===== config.mk =====
export PLATFORM = sky130hd
export DESIGN_NAME = pipelined_adder
export DESIGN_NICKNAME = d
export VERILOG_FILES = /design/src/rtl/pipelined_adder.sv
export SDC_FILE = /design/constraint.sdc
export NUM_CORES = 1
export LEC_CHECK = 0
export ABC_CLOCK_PERIOD_IN_PS = 8450
export CORE_AREA = 2 2 103 95
export CTS_CLUSTER_DIAMETER = 40
export DETAILED_ROUTE_END_ITERATION = 7
export DIE_AREA = 0 0 105 97
export HOLD_SLACK_MARGIN = 0.06
export PLACE_DENSITY_LB_ADDON = 0.25
export SYNTH_ARGS = -nofsm -noshare
export SYNTH_HDL_FRONTEND = slang
export SYNTH_SLANG_ARGS = --single-unit

===== constraint.sdc =====
create_clock -name clk -period 8.45 [get_ports clk]
set_clock_uncertainty 0.15 [all_clocks]
set_input_delay 1.69 -clock clk [delete_from_list [all_inputs] [get_ports clk]]
set_output_delay 1.69 -clock clk [all_outputs]
set_load 0.005 [all_outputs]

===== src/rtl/pipelined_adder.sv =====
// Segmented add/sub: one SW-bit slice per stage, carry registered between stages; SEGS cycles latency.
// Single global advance (!out_valid || out_ready) freezes every stage on output stall; in_ready == advance.
module pipelined_adder #(
   parameter int WIDTH = 32,
   parameter int SEGS  = 2
) (
   input  logic             clk,
   input  logic             rst_n,
   input  logic             in_valid,
   output logic             in_ready,
   input  logic [WIDTH-1:0] in_1,
   input  logic [WIDTH-1:0] in_2,
   input  logic             c_in,
   input  logic             sub,
   output logic             out_valid,
   input  logic             out_ready,
   output logic [WIDTH-1:0] sum,
   output logic             c_out,
   output logic             overflow,
   output logic             zero
);
   localparam int SW = WIDTH / SEGS;

   logic [SEGS-1:0]            vld_q, vld_d, cy_q, cy_d;
   logic [SEGS-1:0][WIDTH-1:0] sum_q, sum_d, a_q, a_d, b_q, b_d;
   logic                       ovf_q, ovf_d, zero_q, zero_d;
   logic                       advance;

   // Inputs seen by each stage: stage 0 from the ports, stage k from register k-1.
   logic [SEGS-1:0]            st_vld, st_cin;
   logic [SEGS-1:0][WIDTH-1:0] st_a, st_b, st_sum;
   logic [SW:0]                seg_res;

   // Final-stage operand copies are never consumed downstream.
   logic unused_final_ops;
   assign unused_final_ops = ^{a_q[SEGS-1], b_q[SEGS-1]};

   assign advance = !vld_q[SEGS-1] || out_ready;

   always_comb begin
      st_vld    = '0;
      st_cin    = '0;
      st_a      = '0;
      st_b      = '0;
      st_sum    = '0;
      st_vld[0] = in_valid;
      st_a[0]   = in_1;
      st_b[0]   = sub ? ~in_2 : in_2;
      st_cin[0] = sub | c_in;
      for (int k = 1; k < SEGS; k++) begin
         st_vld[k] = vld_q[k-1];
         st_a[k]   = a_q[k-1];
         st_b[k]   = b_q[k-1];
         st_cin[k] = cy_q[k-1];
         st_sum[k] = sum_q[k-1];
      end
   end

   always_comb begin
      vld_d   = vld_q;
      cy_d    = cy_q;
      sum_d   = sum_q;
      a_d     = a_q;
      b_d     = b_q;
      ovf_d   = ovf_q;
      zero_d  = zero_q;
      seg_res = '0;
      if (advance) begin
         for (int k = 0; k < SEGS; k++) begin
            seg_res = {1'b0, st_a[k][k*SW +: SW]} + {1'b0, st_b[k][k*SW +: SW]}
                    + {{SW{1'b0}}, st_cin[k]};
            vld_d[k]              = st_vld[k];
            a_d[k]                = st_a[k];
            b_d[k]                = st_b[k];
            cy_d[k]               = seg_res[SW];
            sum_d[k]              = st_sum[k];
            sum_d[k][k*SW +: SW]  = seg_res[SW-1:0];
         end
         // a^b^s at the MSB recovers the carry into the MSB.
         ovf_d  = st_a[SEGS-1][WIDTH-1] ^ st_b[SEGS-1][WIDTH-1]
                ^ sum_d[SEGS-1][WIDTH-1] ^ cy_d[SEGS-1];
         zero_d = (sum_d[SEGS-1] == '0);
      end
   end

   always_ff @(posedge clk or negedge rst_n) begin
      if (!rst_n) begin
         vld_q  <= '0;
         cy_q   <= '0;
         sum_q  <= '0;
         a_q    <= '0;
         b_q    <= '0;
         ovf_q  <= 1'b0;
         zero_q <= 1'b0;
      end else begin
         vld_q  <= vld_d;
         cy_q   <= cy_d;
         sum_q  <= sum_d;
         a_q    <= a_d;
         b_q    <= b_d;
         ovf_q  <= ovf_d;
         zero_q <= zero_d;
      end
   end

   assign in_ready  = advance;
   assign out_valid = vld_q[SEGS-1];
   assign sum       = sum_q[SEGS-1];
   assign c_out     = cy_q[SEGS-1];
   assign overflow  = ovf_q;
   assign zero      = zero_q;

endmodule


---- Word-level counts from Yosys, hierarchy flattened ----
Index checks and enable logic that the tools add are counted.
storage, ports and cells
  output and inout port bits .............. 37
  input bits .............................. 70
  register bits ........................... 118
  logic and storage cells ................. 21
operators by class
  bitwise gates (word level) .............. 5
  reductions and logical operators ........ 3
  add/sub/neg operators ................... 4
  muxes and demuxes ....................... 1
operators with widths
  cell              number
  $add 16x16->17    2
  $add 17x1->17     2
  $logic_not 32->1  1
  $mux 32           1
  $not 32->32       1
  $xor 1x1->1       3
  $logic_not 1->1   1
  $logic_or 1x1->1  1
  $or 1x1->1        1

---- Logic depth before layout (Yosys ltp) ----
Gate-level depths: netlist of run 1.
  depth after elaboration ................. 4
  depth in mapped cells ................... 12
  gate-level depth less buffers ........... 10

---- Worst setup path before layout of run 1 ----
No wires, ideal clock.
  path type ............................... input -> register
  from .................................... input sub
  to ...................................... register sum_q, in the netlist st_sum[46]
  stages on the path ...................... 12
  slack ................................... 3.546 ns
  path buffers ............................ 2
  library setup time ...................... 0.065 ns
  arrival ................................. 4.689 ns
  data required time ...................... 8.235 ns
  cell sequence ........................... clkbuf_1 -> clkbuf_1 -> xor2_1 -> fa_1 -> fa_1 -> a21oi_1 -> o21ai_1 -> a21oi_1 -> o31ai_1 -> a211o_1 -> a2111oi_0 -> or3b_1
on the way
  word-level cells in the longest chain between the ends .. 3
  elaborated cells between the ends (all ways) .. 4
  classes of those cells .................. 2 x add/sub; 1 x mux; 1 x bitwise
ends and longest elaborated chain
  element                 RTL line  source
  start: declaration      14        input logic sub,
  $mux 32                 48        st_b[0] = sub ? ~in_2 : in_2;
  $add 16x16->17          70        seg_res = {1'b0, st_a[k][k*SW +: SW]} + {1'b0, st_b[k][k*SW +: SW]}
  $add 17x1->17 (*)       71        + {{SW{1'b0}}, st_cin[k]};
  end signal: assignment  98        sum_q <= sum_d;
  end: declaration        25        logic [SEGS-1:0][WIDTH-1:0] sum_q, sum_d, a_q, a_d, b_q, b_d;
Mark *: on every way between the ends. The rest lies on a longest branch, timed or not.
A chain may end at the register's enable or synchronous reset.

---- Final worst setup path of run 1 ----
  from .................................... input out_ready
  to ...................................... output in_ready
on the way
  word-level cells in the longest chain between the ends .. 1
ends and longest elaborated chain
  element             RTL line  source
  start: declaration  16        input logic out_ready,
  $logic_or 1x1->1    38        assign advance = !vld_q[SEGS-1] || out_ready;
  end: declaration    10        output logic in_ready,
No other way between the ends.

==> results of run 1 <==
layer usage:
| layer | part of all wire | track usage | wire length (microns) | vias up |
|---|---|---|---|---|
| met4 | 0.016 | 0.0779 | 180 | 0 |
| met1 | 0.50 | 0.342 | 5610 | 1951 |
| met5 | 0 | 0 | 0 | - |
| met3 | 0.048 | 0.0317 | 540 | 15 |
| li1 | - | - | - | 2112 |
| met2 | 0.44 | 0.351 | 4970 | 130 |
Yosys cell counts, drive strengths merged, types with 9 or more instances:
master	n
ha	30
a21oi	29
nand2	159
xnor2	31
o21ai	46
clkbuf	17
nor2	24
nor3	11
dfrtp	86
inv	13
a211oi	9
xor2	25
cell type report:
cell class / count / area, sq um / share of cell area
Clock buffer: 11 / 141 / 0.0224
Tap cell: 122 / 153 / 0.0242
Timing Repair Buffer: 108 / 1070 / 0.169
Clock inverter: 5 / 35.0 / 0.00555
Sequential cell: 86 / 2150 / 0.341
Multi-Input combinational cell: 440 / 2720 / 0.430
Inverter: 13 / 48.8 / 0.00773
through the flow:
stage | instances | setup slack, ps | power [uW] | utilization | hold slack, ps
after detailed placement | 769 | 2620 | 1240 | 0.682 | 307
after global placement | 769 | 2630 | 1220 | 0.682 | 292
final | 785 | 2600 | 1500 | 0.702 | 320
after CTS | 785 | 2620 | 1510 | 0.702 | 327
after global routing | 785 | 2470 | 1600 | 0.702 | 354
after floorplan | 562 | 3550 | 960 | - | 280
logic make-up after synthesis:
group | after synthesis | share of synthesized area
adders and majority gates | 34 | 0.0912
buffers and inverters | 36 | 0.0270
DFF | 86 | 0.431
AOI/OAI and AO/OA | 117 | 0.153
xor gates and xnor gates | 56 | 0.0982
muxes | 2 | 0.00451
and+or+nand+nor | 231 | 0.195
critical path: stages:
cell	delay [ps]
clkdlybuf4s50_1	500
nor2b_4	40
buf_4	390
inv_2	110
buf_4	580
clkdlybuf4s50_1	630
registers in the layout, summed over array words and instances, names as in the netlist:
name	flops
zero	1
sum	32
a_q	16
cy_q	2
vld_q	2
b_q	16
overflow	1
st_sum	16
worst max path at each step:
stage / slack [ps] / endpoint / cells after the start / from
final: 2600 / in_ready / 6 / out_ready
after global routing: 2470 / in_ready / 6 / out_ready
after CTS: 2620 / in_ready / 6 / out_ready
after detailed placement: 2620 / in_ready / 6 / out_ready
after global placement: 2630 / in_ready / 6 / out_ready
after floorplan: 3550 / st_sum[46] / 12 / sub
cell usage in the layout, fill, tap and decap left out, types with 12 or more instances in the layout:
master	count
dfrtp_1	86
inv_1	12
clkdlybuf4s50_1	104
ha_1	30
nand2_1	159
nor2_1	24
xnor2_1	31
xor2_1	25
a21oi_1	28
o21ai_0	40
power by group through the flow:
| stage | Clock, uW | Sequential (uW) | Combinational (uW) |
|---|---|---|---|
| finish | 264 | 611 | 626 |
| detailed placement | 0 | 619 | 624 |
| global placement | 0 | 614 | 607 |
| global route | 284 | 626 | 693 |
| floorplan | 0 | 602 | 358 |
| CTS | 268 | 611 | 627 |
==> qor.txt, run 1 <==
Initial antenna violation count: 0
Maximum fanout along the worst path: 102
H-tree level count: 3
Number of enable flip-flop cells after synthesis: 0
Final Net Count: 762
Setup TNS: 0 ps
I/O Pins: 107
Min cycle time layout: 5850 ps
DR vias/cell: 5.36
Arrival time at the worst endpoint: 4010 ps
Total grt overflow: 0
Max-slew violation count: 0
Core area: 0.00900 sq mm
Layout cells sized above 1: 0.0588
Die width: 105 microns
RSZ-0062 raised after global routing: false
Vias: 4208
First-pass GRT wire length: 19100 microns
FF+latch count, synth: 86
Net count after synthesis: 666
Fin. Hold Viols: 0
Power per Cell Area: 238 mW/mm^2
Final setup vio count: 0
CP Launch Type: primary input
Post-detail-place hpwl: 8420 microns
Hold Path Cell Cnt: 2
Setup CP Type: primary input to output pin
Vias in the first global route: 3999
First-pass DRT Iterations: 6
Leak: 0.00282 uW
Setup Buffers After CTS: 0
Clock Latency Late Sink: 360 ps
Total Routing Usage GR: 0.231
Critical Path RT: 6610 ps
Rel. slew slack: 0.296
Synth warn: 0
Port Buffers: 106
Number of fill cells: 748
Hold_sp: sum[8]
Max Root-Sink Buffers: 2
Area of the mapped netlist: 0.00500 sq mm
Most used DFF post-synth: dfrtp_1
Initial Util: 0.555
Async set or reset register ratio after synthesis: 1.00
Synth-to-Final Area Change: 26.4%
Final period util: 0.693
ANT cells: 0
Reg2reg setup slack: 5200 ps
Routed Antenna Nets: 0
Syn_area_per_cell: 8.89 sq um
Cell variety after synth: 47
Hold WC Path Type: flip-flop to flip-flop
Synth top area share: 0.431
Worst vdd ir: 101 uV
Outcome: finished clean
Sequential share of the synthesized area: 0.431
Clk pwr share: 0.176
Crit path capture type: output pin
CTS Buf Count: 9
Detailed-route wire length per cell: 14.4 microns
R2R cell count: 9
Clk sink count: 86
DR iter-0 viols: 240
Worst-Margin Slew: 1060 ps
# hold bufs at CTS: 0
Finished Cell Area: 0.00631 sq mm
Reg2reg end: zero
Root buffer cell: clkbuf_8
Wirelength, routed: 11300 microns
Switching pwr: 537 uW
Clock Pin Slew Worst Setup and Hold Paths: 90 ps
Hold endpoint: sum[8]
# DRC: 0
Fmax: 171 MHz
FP Rows: 33
Count of cells resized by post-cts repair: 0
Chip height: 97 microns
Comb power frac: 0.417
Top post-synthesis cells by area: dfrtp_1 43%, nand2_1 12%, ha_1 7.5%
Internal Dissipation: 964 uW
Largest net degree at the start of global routing: 103
Gp weighted congestion: 0.849
Die area: 0.0102 sq mm
CTS tree: done
Sequential power share: 0.407
Synthesized instance count: 562
Cell Area, Placed: 0.00614 sq mm
Worst r2r src: cy_q[0]
Switching share of power: 0.358
Maxcap violations: 0
Synth area leader: dfrtp_1
Power figures use the tool's default switching activity.
==> inputs of run 2 (changes only) <==
Settings changed: ABC_CLOCK_PERIOD_IN_PS 8450 to 5900, CORE_AREA 2 2 103 95 to 2 2 107 98, DIE_AREA 0 0 105 97 to 0 0 109 100.
Clock period 8.45 ns to 5.9 ns, I/O delays scaled along.
==> run 2 against run 1 <==
  * Clock-buffer cell count shrank 1
  * Hold slack lost 4.7 ps
  * Clock power grew 66%
  * Total power grew 47%
  * Via count is essentially flat
  * Worst setup slack lost 860 ps
  * Core utilization shrank 6.2 points
  * Critical path depth shrank 2
  * Sequential power grew 43%
  * Register-to-register slack lost 2600 ps
  * First-iteration DRC count grew 27%
  * Critical path type unchanged
  * Largest cell class unchanged
  * Highest routed layer unchanged
==> qor.txt, run 2 (synthesis gave the netlist of run 1 again) <==
Final Net Count: 763 (+0.13%)
Chip height: 100 microns (+3.1%)
Setup CP Type: primary input to output pin
Min cycle time layout: 4160 ps
Vias: 4205 (-0.071%)
Largest net degree at the start of global routing: 102 (-0.97%)
Fin. Hold Viols: 0 (unchanged)
Clock Pin Slew Worst Setup and Hold Paths: 90 ps (about the same)
DR vias/cell: 5.30 (-1.1%)
Final period util: 0.705
Post-layout util: 0.640 (-0.0617)
Seq. cell area: 0.00215 sq mm (unchanged)
Outcome: finished clean
Setup Buffers After CTS: 0 (unchanged)
Wirelength, routed: 11700 microns (+3.5%)
FP Rows: 35 (+6.1%)
Final setup vio count: 0 (unchanged)
Reg2reg setup slack: 2610 ps (-2590 ps)
Detailed-route wire length per cell: 14.8 microns (+2.5%)
Total Routing Usage GR: 0.227 (-0.00477)
# DRC: 0 (unchanged)
Core area: 0.00994 sq mm (+10%)
Initial Util: 0.503 (-0.0525)
Power per Cell Area: 348 mW/mm^2 (+46%)
Worst vdd ir: 169 uV (+67%)
Crit path capture type: output pin
Largest register FFs: 32 (unchanged)
Cell Area, Placed: 0.00615 sq mm (+0.26%)
CTS Buf Count: 9 (unchanged)
Commonest non-fill, non-tap cell in the layout: nand2_1
Total grt overflow: 0 (unchanged)
Die area: 0.0109 sq mm (+7.0%)
Number of fill cells: 844 (+13%)
Maxcap violations: 0 (unchanged)
Worst-Margin Slew: 1070 ps (+12.1 ps)
Finished Cell Area: 0.00636 sq mm (+0.73%)
Design Power: 2210 uW (+47%)
Fmax: 240 MHz
I/O Pins: 107 (unchanged)
Clock Latency Late Sink: 360 ps (about the same)
Gp weighted congestion: 0.855 (+0.71%)
Synth-to-Final Area Change: 27.3%
Critical Path RT: 4570 ps (-2040 ps)
ANT cells: 0 (unchanged)
GRT Max-Usage Layer: met2
M2 GR Usage: 0.354 (+0.00241)
Met1 usage: 0.331 (-0.0109)
Hold WC Path Type: flip-flop to flip-flop
First-pass DRT Iterations: 5 (-1)
Clk sink count: 86 (unchanged)
Maximum fanout along the worst path: 38 (-63%)
CTS tree: done
Max Root-Sink Buffers: 2 (unchanged)
Routed Antenna Nets: 0 (unchanged)
Max-slew violation count: 0 (unchanged)
Root buffer cell: clkbuf_8
DR iter-0 viols: 304 (+27%)
# hold bufs at CTS: 0 (unchanged)
Leak: 0.00285 uW (+1.1%)
RSZ-0062 raised after global routing: false
Port Buffers: 106 (unchanged)
Layout cells sized above 1: 0.0617 (+0.00292)
Setup TNS: 0 ps (unchanged)
Post-detail-place hpwl: 8740 microns (+3.7%)
H-tree level count: 3 (unchanged)
Arrival time at the worst endpoint: 2830 ps (-1180 ps)
Rel. slew slack: 0.288 (-0.00807)
Met3 Use GR: 0.0338 (+0.00210)
Count of cells resized by post-cts repair: 0 (unchanged)
CP Launch Type: primary input
Vias in the first global route: 4136 (+3.4%)
Die width: 109 microns (+3.8%)
First-pass GRT wire length: 19500 microns (+2.1%)
Leading cell types in the layout, fill and taps excluded: 159 x nand2_1, 104 x clkdlybuf4s50_1, 86 x dfrtp_1
Initial antenna violation count: 0 (unchanged)
Multi-input logic area: 0.00272 sq mm (unchanged)
[run 2: power by group]
part | leakage (uW) | total [uW] | switching [uW] | internal [uW]
combinational | 0.00172 | 903 | 441 | 461
sequential | 0.00102 | 871 | 115 | 756
clock | 0.000103 | 438 | 227 | 210
[run 2: final cells by class]
type / instances / area share
Multi-Input combinational cell: 440 / 0.427
Inverter: 13 / 0.00767
Timing Repair Buffer: 109 / 0.169
Clock buffer: 10 / 0.0216
Tap cell: 129 / 0.0254
Clock inverter: 6 / 0.0108
Sequential cell: 86 / 0.338
[run 2: worst paths after layout]
path	from	to	cells after the start
worst min-delay path	vld_q[0]	vld_q[0]	2
worst max-delay path	out_ready	in_ready	4
worst max register to register	cy_q[0]	zero	9
max in group asynchronous	rst_n	st_sum[33]	1
worst min register to register	vld_q[0]	vld_q[0]	2
min in group asynchronous	rst_n	a_q[29]	1
[run 2: through the flow]
| stage | hold WS, ps | instances | worst slack (ps) |
|---|---|---|---|
| 6_report | 315 | 793 | 1740 |
| 5_1_grt | 335 | 793 | 1410 |
| 4_1_cts | 319 | 793 | 1740 |
| 3_5_place_dp | 305 | 777 | 1450 |
| 3_3_place_gp | 293 | 777 | 1560 |
| 2_1_floorplan | 280 | 562 | 1510 |
[run 2: worst max-delay path, cell delays in order]
cell and delay, ps:
clkdlybuf4s50_1 500, nor2b_4 50, inv_2 470, clkdlybuf4s50_1 630
[run 2: layer usage]
metal | vias to the layer above | part of all wire
li1 | 2098 | -
met3 | 6 | 0.039
met5 | - | 0
met4 | 0 | 0.0077
met2 | 93 | 0.47
met1 | 2008 | 0.49
==> inputs of run 3 (changes only) <==
Settings changed: ABC_CLOCK_PERIOD_IN_PS 5900 to 4100.
Clock period 5.9 ns to 4.1 ns, I/O delays scaled along.
==> run 3 against run 2 <==
  * Register-to-register slack got worse by 1800 ps
  * First-iteration DRC count fell by 25%
  * Via count fell by 0.62%
  * Sequential cell count did not move
==> qor.txt, run 3 (synthesis gave the netlist of run 1 again) <==
RSZ-0062 raised after global routing: false
Final period util: 0.897
Initial antenna violation count: 0 (unchanged)
Die area: 0.0109 sq mm (unchanged)
Total Routing Usage GR: 0.223 (-0.00364)
Fin. Hold Viols: 0 (unchanged)
Clk sink count: 86 (unchanged)
CTS Buf Count: 9 (unchanged)
DR iter-0 viols: 229 (-25%)
# DRC: 0 (unchanged)
Gp weighted congestion: 0.831 (-2.8%)
Max Root-Sink Buffers: 2 (unchanged)
Wirelength, routed: 11400 microns (-2.8%)
Dpl cells: 779 (+0.26%)
Worst r2r src: cy_q[0]
Setup CP Type: primary input to flip-flop
Crit path to: st_sum[46]
Vias: 4179 (-0.62%)
Slowest stage cell, crit path: fa_1
Count of cells resized by post-cts repair: 0 (unchanged)
Post-detail-place hpwl: 8460 microns (-3.2%)
Setup Buffers After CTS: 0 (unchanged)
Core area: 0.00994 sq mm (unchanged)
Initial Util: 0.503 (unchanged)
Outcome: finished clean
Power per Cell Area: 495 mW/mm^2 (+43%)
H-tree level count: 3 (unchanged)
Die width: 109 microns (unchanged)
Total grt overflow: 0 (unchanged)
FP Rows: 35 (unchanged)
Hold WC Path Type: flip-flop to flip-flop
Port Buffers: 106 (unchanged)
Clock Pin Slew Worst Setup and Hold Paths: 80 ps (about the same)
Fmax: 272 MHz
Final Net Count: 765 (+0.26%)
Synth-to-Final Area Change: 27.5%
First-pass DRT Iterations: 5 (unchanged)
CP max stage delay: 450 ps (-180 ps)
Critical path cell sequence: clkdlybuf4s50_1, or2_2, fa_1, fa_1, a21oi_1, o21ai_1, a21oi_1, o31ai_1, a211o_1, a2111oi_0, or3b_1
Reg2reg setup slack: 820 ps (-1790 ps)
Largest net degree at the start of global routing: 102 (unchanged)
DR vias/cell: 5.26 (-0.87%)
First-pass GRT wire length: 19100 microns (-2.0%)
Clock Latency Late Sink: 360 ps (about the same)
CTS tree: done
Setup crit start: c_in
Rel. slew slack: 0.291 (+0.00357)
Pre-CTS setup slack: 69.4 ps (-1380 ps)
Vias in the first global route: 4104 (-0.77%)
Critical Path RT: 4250 ps (-320 ps)
Arrival time at the worst endpoint: 3830 ps (+1000 ps)
Crit path capture type: flip-flop
Root buffer cell: clkbuf_8
Number of fill cells: 866 (+2.6%)
Largest register FFs: 32 (unchanged)
Layout cells sized above 1: 0.0631 (+0.00132)
Worst-Margin Slew: 1060 ps (-5.35 ps)
Chip height: 100 microns (unchanged)
Final non-filler cell total: 795 (+0.25%)
Maxcap violations: 0 (unchanged)
Worst vdd ir: 247 uV (+46%)
Max-slew violation count: 0 (unchanged)
Leading cell types in the layout, fill and taps excluded: 159 x nand2_1, 104 x clkdlybuf4s50_1, 86 x dfrtp_1
Reg2reg end: zero
Maximum fanout along the worst path: 3 (-92%)
Min cycle time layout: 3680 ps
Post-layout util: 0.641 (+0.000881)
Leak: 0.00285 uW (about the same)
# hold bufs at CTS: 0 (unchanged)
Routed Antenna Nets: 0 (unchanged)
Final setup vio count: 0 (unchanged)
Commonest non-fill, non-tap cell in the layout: nand2_1
Setup TNS: 0 ps (unchanged)
Detailed-route wire length per cell: 14.3 microns (-3.0%)
Worst Slack Setup Final: 423 ps (-1320 ps)
R2R cell count: 9 (unchanged)
ANT cells: 0 (unchanged)
CP Launch Type: primary input
I/O Pins: 107 (unchanged)
==> run 3: changes by cell type in the layout (fill, tap and decap cells not counted) <==
| cell | previous run | this run |
|---|---|---|
| buf_4 | 4 | 6 |
| inv_6 | 2 | 0 |
| clkbuf_1 | 0 | 1 |
| clkinvlp_4 | 1 | 2 |
==> run 3: worst min path at each step <==
stage | start | endpoint | slack [ps] | depth (start not counted)
after floorplan | vld_q[0] | vld_q[0] | 280 | 2
after global placement | sum[26] | sum[26] | 300 | 2
after detailed placement | sum[10] | sum[10] | 300 | 2
after CTS | sum[5] | sum[5] | 320 | 2
after global routing | sum[14] | sum[14] | 350 | 2
final | sum[10] | sum[10] | 320 | 2
==> run 3: critical path: cells and delay by family <==
family	cells	cell delay, ps
buffers and inverters	1	390
adders and majority gates	2	870
and+or+nand+nor	2	450
AOI/OAI and AO/OA	6	1300
==> run 3: power breakdown <==
part | switching [uW] | internal, uW | leakage [uW]
Sequential | 163 | 1090 | 0.00102
Combinational | 635 | 666 | 0.00173
Clock | 304 | 298 | 0.0000955
Total | 1100 | 2050 | 0.00285
==> run 3: final cells by class <==
class,count,area [sq um],share of cell area
inverter,13,48.8,0.00766
timing repair buffer,111,1090,0.171
multi-input combinational,440,2720,0.426
tap,129,161,0.0253
clock inverter,5,58.8,0.00923
sequential,86,2150,0.338
clock buffer,11,141,0.0222
==> run 3: stage by stage <==
step | hold slack [ps] | total power, uW | cell area [sq um]
global placement | 299 | 2530 | 6170
CTS | 324 | 3170 | 6370
detailed placement | 305 | 2560 | 6170
floorplan | 280 | 1980 | 5000
finish | 317 | 3160 | 6370
global route | 345 | 3380 | 6370
==> run 3: layer usage <==
metal,wire length (microns),part of all wire,vias up,global-route usage
met5,0,0,-,0
met4,188,0.017,0,0.0878
met3,625,0.055,14,0.0292
met2,5140,0.45,109,0.342
met1,5420,0.48,1955,0.321
li1,-,-,2101,-
